## config.mk

```make
export PLATFORM = sky130hd
export DESIGN_NAME = mdu_seq_flat
export DESIGN_NICKNAME = d
export VERILOG_FILES = /design/src/rtl/riscy_pkg.sv /design/src/rtl/mdu_seq_if.sv /design/src/rtl/mdu_step.sv /design/src/rtl/mdu_seq.sv /design/src/flat_wrapper.sv
export SDC_FILE = /design/constraint.sdc
export NUM_CORES = 1
export LEC_CHECK = 0
export ABC_AREA = 1
export BUFFER_PORTS_ARGS = -buffer_cell sky130_fd_sc_hd__buf_2
export CAP_MARGIN = 20
export CORE_ASPECT_RATIO = 1.75
export CORE_MARGIN = 3
export CORE_UTILIZATION = 48
export DETAILED_ROUTE_END_ITERATION = 8
export HOLD_SLACK_MARGIN = 0.08
export PLACE_DENSITY_LB_ADDON = 0.08
export SYNTH_ARGS = -nofsm -noshare
export SYNTH_HDL_FRONTEND = slang
export SYNTH_SLANG_ARGS = --single-unit
```

## constraint.sdc

```tcl
create_clock -name clk -period 4.4 [get_ports clk]
set_clock_uncertainty 0.1 [all_clocks]
set_input_delay 0.44 -clock clk [delete_from_list [all_inputs] [get_ports clk]]
set_output_delay 0.44 -clock clk [all_outputs]
set_load 0.01 [all_outputs]
```

## src/rtl/riscy_pkg.sv

```systemverilog
// Shared RV32 definitions: datapath width, opcode constants, M-extension op
// and sequencer state encodings.
package riscy_pkg;

    localparam int XLEN = 32;

    localparam logic [6:0] OP_R      = 7'b0110011;
    localparam logic [6:0] F7_MULDIV = 7'h01;

    // funct3 encoding of the RV32M ops
    typedef enum logic [2:0] {
        OP_MUL    = 3'd0,
        OP_MULH   = 3'd1,
        OP_MULHSU = 3'd2,
        OP_MULHU  = 3'd3,
        OP_DIV    = 3'd4,
        OP_DIVU   = 3'd5,
        OP_REM    = 3'd6,
        OP_REMU   = 3'd7
    } mdu_op_e;

    typedef enum logic [1:0] {
        IDLE = 2'd0,
        CALC = 2'd1,
        DONE = 2'd2
    } mdu_state_e;

    // True for the four divide/remainder ops
    function automatic logic is_div(input mdu_op_e op);
        return op inside {OP_DIV, OP_DIVU, OP_REM, OP_REMU};
    endfunction

endpackage

```

## src/rtl/mdu_seq_if.sv

```systemverilog
// Request/response bundle between the core (master) and the mul/div sequencer (slave).
interface mdu_seq_if #(
    parameter int XLEN  = riscy_pkg::XLEN,
    parameter int TAG_W = 5
);
    logic             flush;
    logic             req_valid;
    logic             req_ready;
    logic [2:0]       req_funct3;
    logic [XLEN-1:0]  req_rs1;
    logic [XLEN-1:0]  req_rs2;
    logic [TAG_W-1:0] req_rd;
    logic             resp_valid;
    logic             resp_ready;
    logic [XLEN-1:0]  resp_result;
    logic [TAG_W-1:0] resp_rd;
    logic             busy;

    modport master (
        output flush, req_valid, req_funct3, req_rs1, req_rs2, req_rd, resp_ready,
        input  req_ready, resp_valid, resp_result, resp_rd, busy
    );

    modport slave (
        input  flush, req_valid, req_funct3, req_rs1, req_rs2, req_rd, resp_ready,
        output req_ready, resp_valid, resp_result, resp_rd, busy
    );
endinterface

```

## src/rtl/mdu_step.sv

```systemverilog
// One iteration of the unsigned datapath: a radix-2 shift-add multiply step
// (acc:lo is the product, lo[0] the current multiplier bit) or a restoring
// divide step (acc is the partial remainder, lo shifts dividend out / quotient in).
module mdu_step #(
    parameter int XLEN = 32
) (
    input  logic            i_mode_div,
    input  logic [XLEN:0]   i_acc,
    input  logic [XLEN-1:0] i_lo,
    input  logic [XLEN-1:0] i_opnd,
    output logic [XLEN:0]   o_acc,
    output logic [XLEN-1:0] o_lo
);
    logic [XLEN:0]   w_sum;
    logic [XLEN+1:0] w_shift;
    logic [XLEN:0]   w_diff;
    logic            w_ge;

    // Both step flavours computed in parallel, mode picks the one to commit
    always_comb begin
        w_sum   = {1'b0, i_acc[XLEN-1:0]} + (i_lo[0] ? {1'b0, i_opnd} : {(XLEN+1){1'b0}});
        w_shift = {i_acc, i_lo[XLEN-1]};
        w_ge    = (w_shift >= {2'b00, i_opnd});
        w_diff  = w_shift[XLEN:0] - {1'b0, i_opnd};
        if (i_mode_div) begin
            o_acc = w_ge ? w_diff : w_shift[XLEN:0];
            o_lo  = {i_lo[XLEN-2:0], w_ge};
        end else begin
            o_acc = {1'b0, w_sum[XLEN:1]};
            o_lo  = {w_sum[0], i_lo[XLEN-1:1]};
        end
    end
endmodule

```

## src/rtl/mdu_seq.sv

```systemverilog
// RV32M multiply/divide sequencer: accepts one op, iterates one bit per
// cycle on operand magnitudes, fixes the sign at the end and holds the
// result until the consumer takes it.
module mdu_seq #(
    parameter int XLEN  = riscy_pkg::XLEN,
    parameter int TAG_W = 5
) (
    input logic        clk,
    input logic        rst_n,
    mdu_seq_if.slave   bus
);
    import riscy_pkg::*;

    localparam int CW = $clog2(XLEN);
    localparam logic [XLEN-1:0] ALL_ONES = {XLEN{1'b1}};
    localparam logic [XLEN-1:0] INT_MIN  = {1'b1, {(XLEN-1){1'b0}}};
    localparam logic [CW-1:0]   LAST_IT  = CW'(XLEN-1);

    mdu_state_e       r_state;
    mdu_op_e          r_op;
    logic             r_neg;
    logic [CW-1:0]    r_cnt;
    logic [XLEN:0]    r_acc;
    logic [XLEN-1:0]  r_lo;
    logic [XLEN-1:0]  r_opnd;
    logic [XLEN-1:0]  r_result;
    logic [TAG_W-1:0] r_rd;

    mdu_op_e           w_op;
    logic              w_neg1, w_neg2, w_neg_req;
    logic [XLEN-1:0]   w_mag1, w_mag2;
    logic              w_div_zero, w_ovf;
    logic [XLEN-1:0]   w_fast_result;
    logic [XLEN:0]     w_acc_next;
    logic [XLEN-1:0]   w_lo_next;
    logic [XLEN-1:0]   w_rem;
    logic [2*XLEN-1:0] w_prod;
    logic [2*XLEN-1:0] w_prod_fix;
    logic [XLEN-1:0]   w_final;

    // Request decode: operand magnitudes, result sign and the fast-path cases
    always_comb begin
        w_op      = mdu_op_e'(bus.req_funct3);
        w_neg1    = (w_op inside {OP_MUL, OP_MULH, OP_MULHSU, OP_DIV, OP_REM}) && bus.req_rs1[XLEN-1];
        w_neg2    = (w_op inside {OP_MUL, OP_MULH, OP_DIV, OP_REM}) && bus.req_rs2[XLEN-1];
        w_mag1    = w_neg1 ? -bus.req_rs1 : bus.req_rs1;
        w_mag2    = w_neg2 ? -bus.req_rs2 : bus.req_rs2;
        w_neg_req = (w_op inside {OP_MULHSU, OP_REM}) ? w_neg1 : (w_neg1 ^ w_neg2);
        w_div_zero = is_div(w_op) && (bus.req_rs2 == '0);
        w_ovf      = (w_op inside {OP_DIV, OP_REM}) && (bus.req_rs1 == INT_MIN) &&
                     (bus.req_rs2 == ALL_ONES);
        // funct3[1] separates REM* from DIV*
        if (w_div_zero)
            w_fast_result = bus.req_funct3[1] ? bus.req_rs1 : ALL_ONES;
        else
            w_fast_result = bus.req_funct3[1] ? '0 : INT_MIN;
    end

    mdu_step #(.XLEN(XLEN)) u_step (
        .i_mode_div (is_div(r_op)),
        .i_acc      (r_acc),
        .i_lo       (r_lo),
        .i_opnd     (r_opnd),
        .o_acc      (w_acc_next),
        .o_lo       (w_lo_next)
    );

    // Final-iteration result: sign fix on the step outputs, then word select
    always_comb begin
        w_rem      = w_acc_next[XLEN-1:0];
        w_prod     = {w_acc_next[XLEN-1:0], w_lo_next};
        w_prod_fix = r_neg ? -w_prod : w_prod;
        case (r_op)
            OP_MUL:                       w_final = w_prod_fix[XLEN-1:0];
            OP_MULH, OP_MULHSU, OP_MULHU: w_final = w_prod_fix[2*XLEN-1:XLEN];
            OP_DIV, OP_DIVU:              w_final = r_neg ? -w_lo_next : w_lo_next;
            default:                      w_final = r_neg ? -w_rem : w_rem;
        endcase
    end

    // Sequencer FSM with datapath registers; flush overrides everything
    always_ff @(posedge clk or negedge rst_n) begin
        if (!rst_n) begin
            r_state  <= IDLE;
            r_op     <= OP_MUL;
            r_neg    <= 1'b0;
            r_cnt    <= '0;
            r_acc    <= '0;
            r_lo     <= '0;
            r_opnd   <= '0;
            r_result <= '0;
            r_rd     <= '0;
        end else if (bus.flush) begin
            r_state <= IDLE;
        end else begin
            case (r_state)
                IDLE: if (bus.req_valid) begin
                    r_op   <= w_op;
                    r_rd   <= bus.req_rd;
                    r_neg  <= w_neg_req;
                    r_cnt  <= '0;
                    r_acc  <= '0;
                    r_lo   <= is_div(w_op) ? w_mag1 : w_mag2;
                    r_opnd <= is_div(w_op) ? w_mag2 : w_mag1;
                    if (w_div_zero || w_ovf) begin
                        r_result <= w_fast_result;
                        r_state  <= DONE;
                    end else begin
                        r_state  <= CALC;
                    end
                end
                CALC: begin
                    r_acc <= w_acc_next;
                    r_lo  <= w_lo_next;
                    r_cnt <= r_cnt + 1'b1;
                    if (r_cnt == LAST_IT) begin
                        r_result <= w_final;
                        r_state  <= DONE;
                    end
                end
                DONE: if (bus.resp_ready) r_state <= IDLE;
                default: r_state <= IDLE;
            endcase
        end
    end

    assign bus.req_ready   = (r_state == IDLE) && !bus.flush;
    assign bus.resp_valid  = (r_state == DONE);
    assign bus.busy        = (r_state != IDLE);
    assign bus.resp_result = r_result;
    assign bus.resp_rd     = r_rd;

endmodule

```

## src/flat_wrapper.sv

```systemverilog
// flat-port wrapper written by rule: the top's interface ports become plain ports
module mdu_seq_flat import riscy_pkg::*;
#(
    parameter int XLEN  = riscy_pkg::XLEN,
    parameter int TAG_W = 5
)
  (clk, rst_n, bus_flush, bus_req_valid, bus_req_funct3, bus_req_rs1, bus_req_rs2, bus_req_rd, bus_resp_ready, bus_req_ready, bus_resp_valid, bus_resp_result, bus_resp_rd, bus_busy);
  mdu_seq_if #(.XLEN(XLEN), .TAG_W(TAG_W)) bus_i ();
  input logic clk;
  input logic rst_n;
  input wire logic [$bits(bus_i.flush)-1:0] bus_flush;
  input wire logic [$bits(bus_i.req_valid)-1:0] bus_req_valid;
  input wire logic [$bits(bus_i.req_funct3)-1:0] bus_req_funct3;
  input wire logic [$bits(bus_i.req_rs1)-1:0] bus_req_rs1;
  input wire logic [$bits(bus_i.req_rs2)-1:0] bus_req_rs2;
  input wire logic [$bits(bus_i.req_rd)-1:0] bus_req_rd;
  input wire logic [$bits(bus_i.resp_ready)-1:0] bus_resp_ready;
  output wire logic [$bits(bus_i.req_ready)-1:0] bus_req_ready;
  output wire logic [$bits(bus_i.resp_valid)-1:0] bus_resp_valid;
  output wire logic [$bits(bus_i.resp_result)-1:0] bus_resp_result;
  output wire logic [$bits(bus_i.resp_rd)-1:0] bus_resp_rd;
  output wire logic [$bits(bus_i.busy)-1:0] bus_busy;
  assign bus_i.flush = bus_flush;
  assign bus_i.req_valid = bus_req_valid;
  assign bus_i.req_funct3 = bus_req_funct3;
  assign bus_i.req_rs1 = bus_req_rs1;
  assign bus_i.req_rs2 = bus_req_rs2;
  assign bus_i.req_rd = bus_req_rd;
  assign bus_i.resp_ready = bus_resp_ready;
  assign bus_req_ready = bus_i.req_ready;
  assign bus_resp_valid = bus_i.resp_valid;
  assign bus_resp_result = bus_i.resp_result;
  assign bus_resp_rd = bus_i.resp_rd;
  assign bus_busy = bus_i.busy;
  mdu_seq #(.XLEN(XLEN), .TAG_W(TAG_W)) u_core (.clk(clk), .rst_n(rst_n), .bus(bus_i));
endmodule
```

==> results by group <==
Timing
  – Setup_tns: 0 ns
  – Slew HR: 22.9%
  – Final Hold Viols: 0
  – Max-slew violation count: 0
  – Max frequency: 233 MHz
  – Minimum clock period: 4.29 ns
  – Final Setup Violations: 0
  – Final cycle utilization of the critical path: 97.6%
  – Fin worst setup slack: 0.106 ns
  – Worst-Margin Slew: 1.15 ns
  – Unrepaired setup endpoints after global routing: true
  – Min Hold Slack: 0.172 ns

Route
  – DR iter-0 viols: 2941
  – Avg WL per Cell: 26.9 µm
  – Via count: 23.3k
  – Routed Antenna Nets: 0
  – WL final: 100 mm
  – TritonRoute pass-1 iters: 7
  – # DRC: 0
  – Via density: 6.24

Critical path
  – Worst Setup EP: u_core.bus.resp_result[13]
  – R2R setup slack: 0.11 ns
  – Worst setup path start: u_core.r_acc[13]
  – R2r startpoint: u_core.r_acc[13]
  – WS Path Type: flip-flop to flip-flop
  – Kind of start point of the critical path: flip-flop
  – Worst EP arrival: 4.60 ns
  – Worst Path Required: 4.71 ns
  – Reg2reg end: u_core.bus.resp_result[13]
  – Reg2Reg Depth: 23
  – Critical path peak fanout: 13
  – Crit. End Element: flip-flop

GRT
  – Vias in the first global route: 23.2k
  – Largest net degree at the start of global routing: 77
  – First-pass GRT wire length: 148 mm
  – GRT Resource Usage Total: 51.2%
  – Congestion Overflow GR: 0
  – Initial antenna violation count: 8

Die
  – Initial Utilization: 49.1%
  – Die Span Y: 261 µm
  – Io pins: 117
  – Die footprint: 39600 µm²
  – Core box area: 36400 µm²
  – Die W: 152 µm
  – Cell row count: 92

Yosys
  – Synth Flop Type: dfrtp_1
  – Seq/Total Area, Yosys: 20.3%
  – Gate Count Post-Synth: 3047
  – Yosys warnings: 0
  – Synth Register Bits: 145
  – Syn_nets: 3197
  – Netlist cell types: 64
  – Synth Cell Area: 17800 µm²
  – Asr flop ratio synth: 100%
  – Post-synth EDFFs: 0
  – Mean Syn Cell Area: 5.86 µm²

Min path
  – Worst min path class: primary input to flip-flop

Run
  – Max Cap Viol: 0

Finish
  – FILL cells: 3768
  – Finished Layout Cells: 3730
  – Nets@finish: 3392
  – Share of layout cells above drive strength 1: 14.7%
  – Area grow syn2layout: 15.7%

CTS
  – Clock Latency Late Sink: 0.47 ns
  – H-tree depth: 4
  – CTS tree: yes
  – Total CTS buffers: 17
  – CTS max path bufs: 2
  – Clk root buf: clkbuf_16
  – Clk slew on worst S/H paths: 0.08 ns
  – Clock sink total: 145

Placed design
  – IO buf count: 116
  – Setup WS pre-CTS: -0.0214 ns
  – Dpl cells: 3680
  – Routability cong.: 1.15
  – Final HPWL DP: 78.9 mm

Run status
  – Outcome: finished clean
flip-flops by register name, summed over array words and instances, names as in the netlist:
name	count
u_core.r_acc	33
u_core.bus.resp_result	32
u_core.r_lo	32
u_core.r_opnd	32
u_core.bus.resp_rd	5
u_core.r_cnt	5
u_core.r_op	3
u_core.r_state	2
u_core.r_neg	1
through the flow:
step / cell area [µm²] / utilization [%]
after global placement: 19700 / 54.2
after floorplan: 17800 / -
after detailed placement: 19700 / 54.2
after CTS: 20400 / 56.0
final: 20600 / 56.8
after global routing: 20600 / 56.8
cell usage in the layout (no fill, tap or decap), types with 8 or more instances in the layout:
master	instances
inv_2	12
nand3_1	260
o21ai_2	8
buf_2	115
o211ai_1	12
xor2_1	69
a31oi_1	12
o21ai_1	18
nand2_2	41
a22oi_1	14
nand2_1	841
nor2_4	8
ha_1	60
nor3_1	31
o21ai_0	143
nor2_1	292
dfrtp_1	140
nand3b_1	13
nand4_1	56
or2_2	12
o221ai_1	17
nand3_2	16
a21oi_1	169
nor2_2	28
xnor2_1	18
a221o_1	10
inv_1	489
ha_2	8
buf_4	148
o22ai_1	52
clkbuf_16	17
synthesized netlist by cell type (33+ instances only):
cell	count	area share [%]
nand2_1	850	18
inv_1	491	10
nor2_1	303	6.4
nand3_1	262	7.3
a21oi_1	169	4.7
o21ai_0	148	4.2
dfrtp_1	145	20
ha_1	71	5.0
xor2_1	69	3.4
clkbuf_1	56	1.2
nand4_1	56	2.0
o22ai_1	52	1.8
nand2_2	35	1.2
nor3_1	33	0.93
how the worst min path moves through the flow:
stage	startpoint	endpoint	slack [ns]	cells after the start
floorplan	rst_n	u_core.bus.resp_rd[0]	0.04	0
global placement	u_core.bus.resp_rd[3]	u_core.bus.resp_rd[3]	0.36	2
detailed placement	u_core.bus.resp_rd[3]	u_core.bus.resp_rd[3]	0.36	2
CTS	bus_req_funct3[0]	u_core.r_op[0]	0.18	3
global route	bus_resp_ready	u_core.r_state[1]	0.21	4
finish	bus_req_funct3[0]	u_core.r_op[0]	0.17	3
layer usage:
layer,part of all wire [%],vias to the layer above,global-route usage [%]
li1,-,10200,-
met1,30,10600,50.3
met2,45,1752,80.5
met3,9.6,728,15.1
met4,15,2,56.3
met5,0.012,-,0
cell families (layout without fill, tap and decap cells):
family / Yosys count / after routing / share of synthesized area [%]
AO/OA/AOI/OAI: 494 / 494 / 16.2
flip-flops: 145 / 145 / 20.3
XOR/XNOR: 87 / 87 / 4.27
other: 0 / 6 / 0
multiplexers: 1 / 1 / 0.0561
adder cells (fa/ha/maj): 73 / 73 / 5.20
AND/OR/NAND/NOR: 1639 / 1639 / 40.4
buffers and inverters: 608 / 815 / 13.5
area by class of cell:
class | count | area (µm²) | share of cell area, %
Multi-Input combinational cell | 2294 | 12000 | 58.2
Sequential cell | 145 | 3640 | 17.6
Timing Repair Buffer | 280 | 1910 | 9.25
Inverter | 504 | 1890 | 9.16
Tap cell | 470 | 588 | 2.85
Clock buffer | 18 | 439 | 2.13
Clock inverter | 13 | 153 | 0.739
Antenna cell | 6 | 15.0 | 0.0727
worst max-delay path, stage by stage (launching register included):
cell     delay (ns)
dfrtp_1        0.58
ha_1           0.35
nand2_1        0.14
nor2_1         0.08
nand2_1        0.07
nor2_1         0.07
nand2_1        0.08
nand3_2        0.09
nor2_4         0.12
buf_6          0.21
nand2_8        0.12
nand3_1        0.30
nand3_1        0.27
nor2_2         0.29
nand2_1        0.18
nor2_2         0.25
nand3_1        0.17
nand2_2        0.16
nand2_1        0.07
nand3_1        0.07
nand2_1        0.05
inv_1          0.07
nand2_1        0.16
a21oi_2        0.16
what timing repair did:
action                                  in CTS  in global routing
hold endpoints to repair                    78                  0
endpoints found under the setup margin       3                 28
setup buffers                                0                  6
gates resized for setup                      1                 61
hold buffers                                 6                  0
pin swaps                                    0                  6
Power is left out: the tool's default activity adds up to more than one toggle a clock period on the data nets, which glitch-free logic cannot reach.
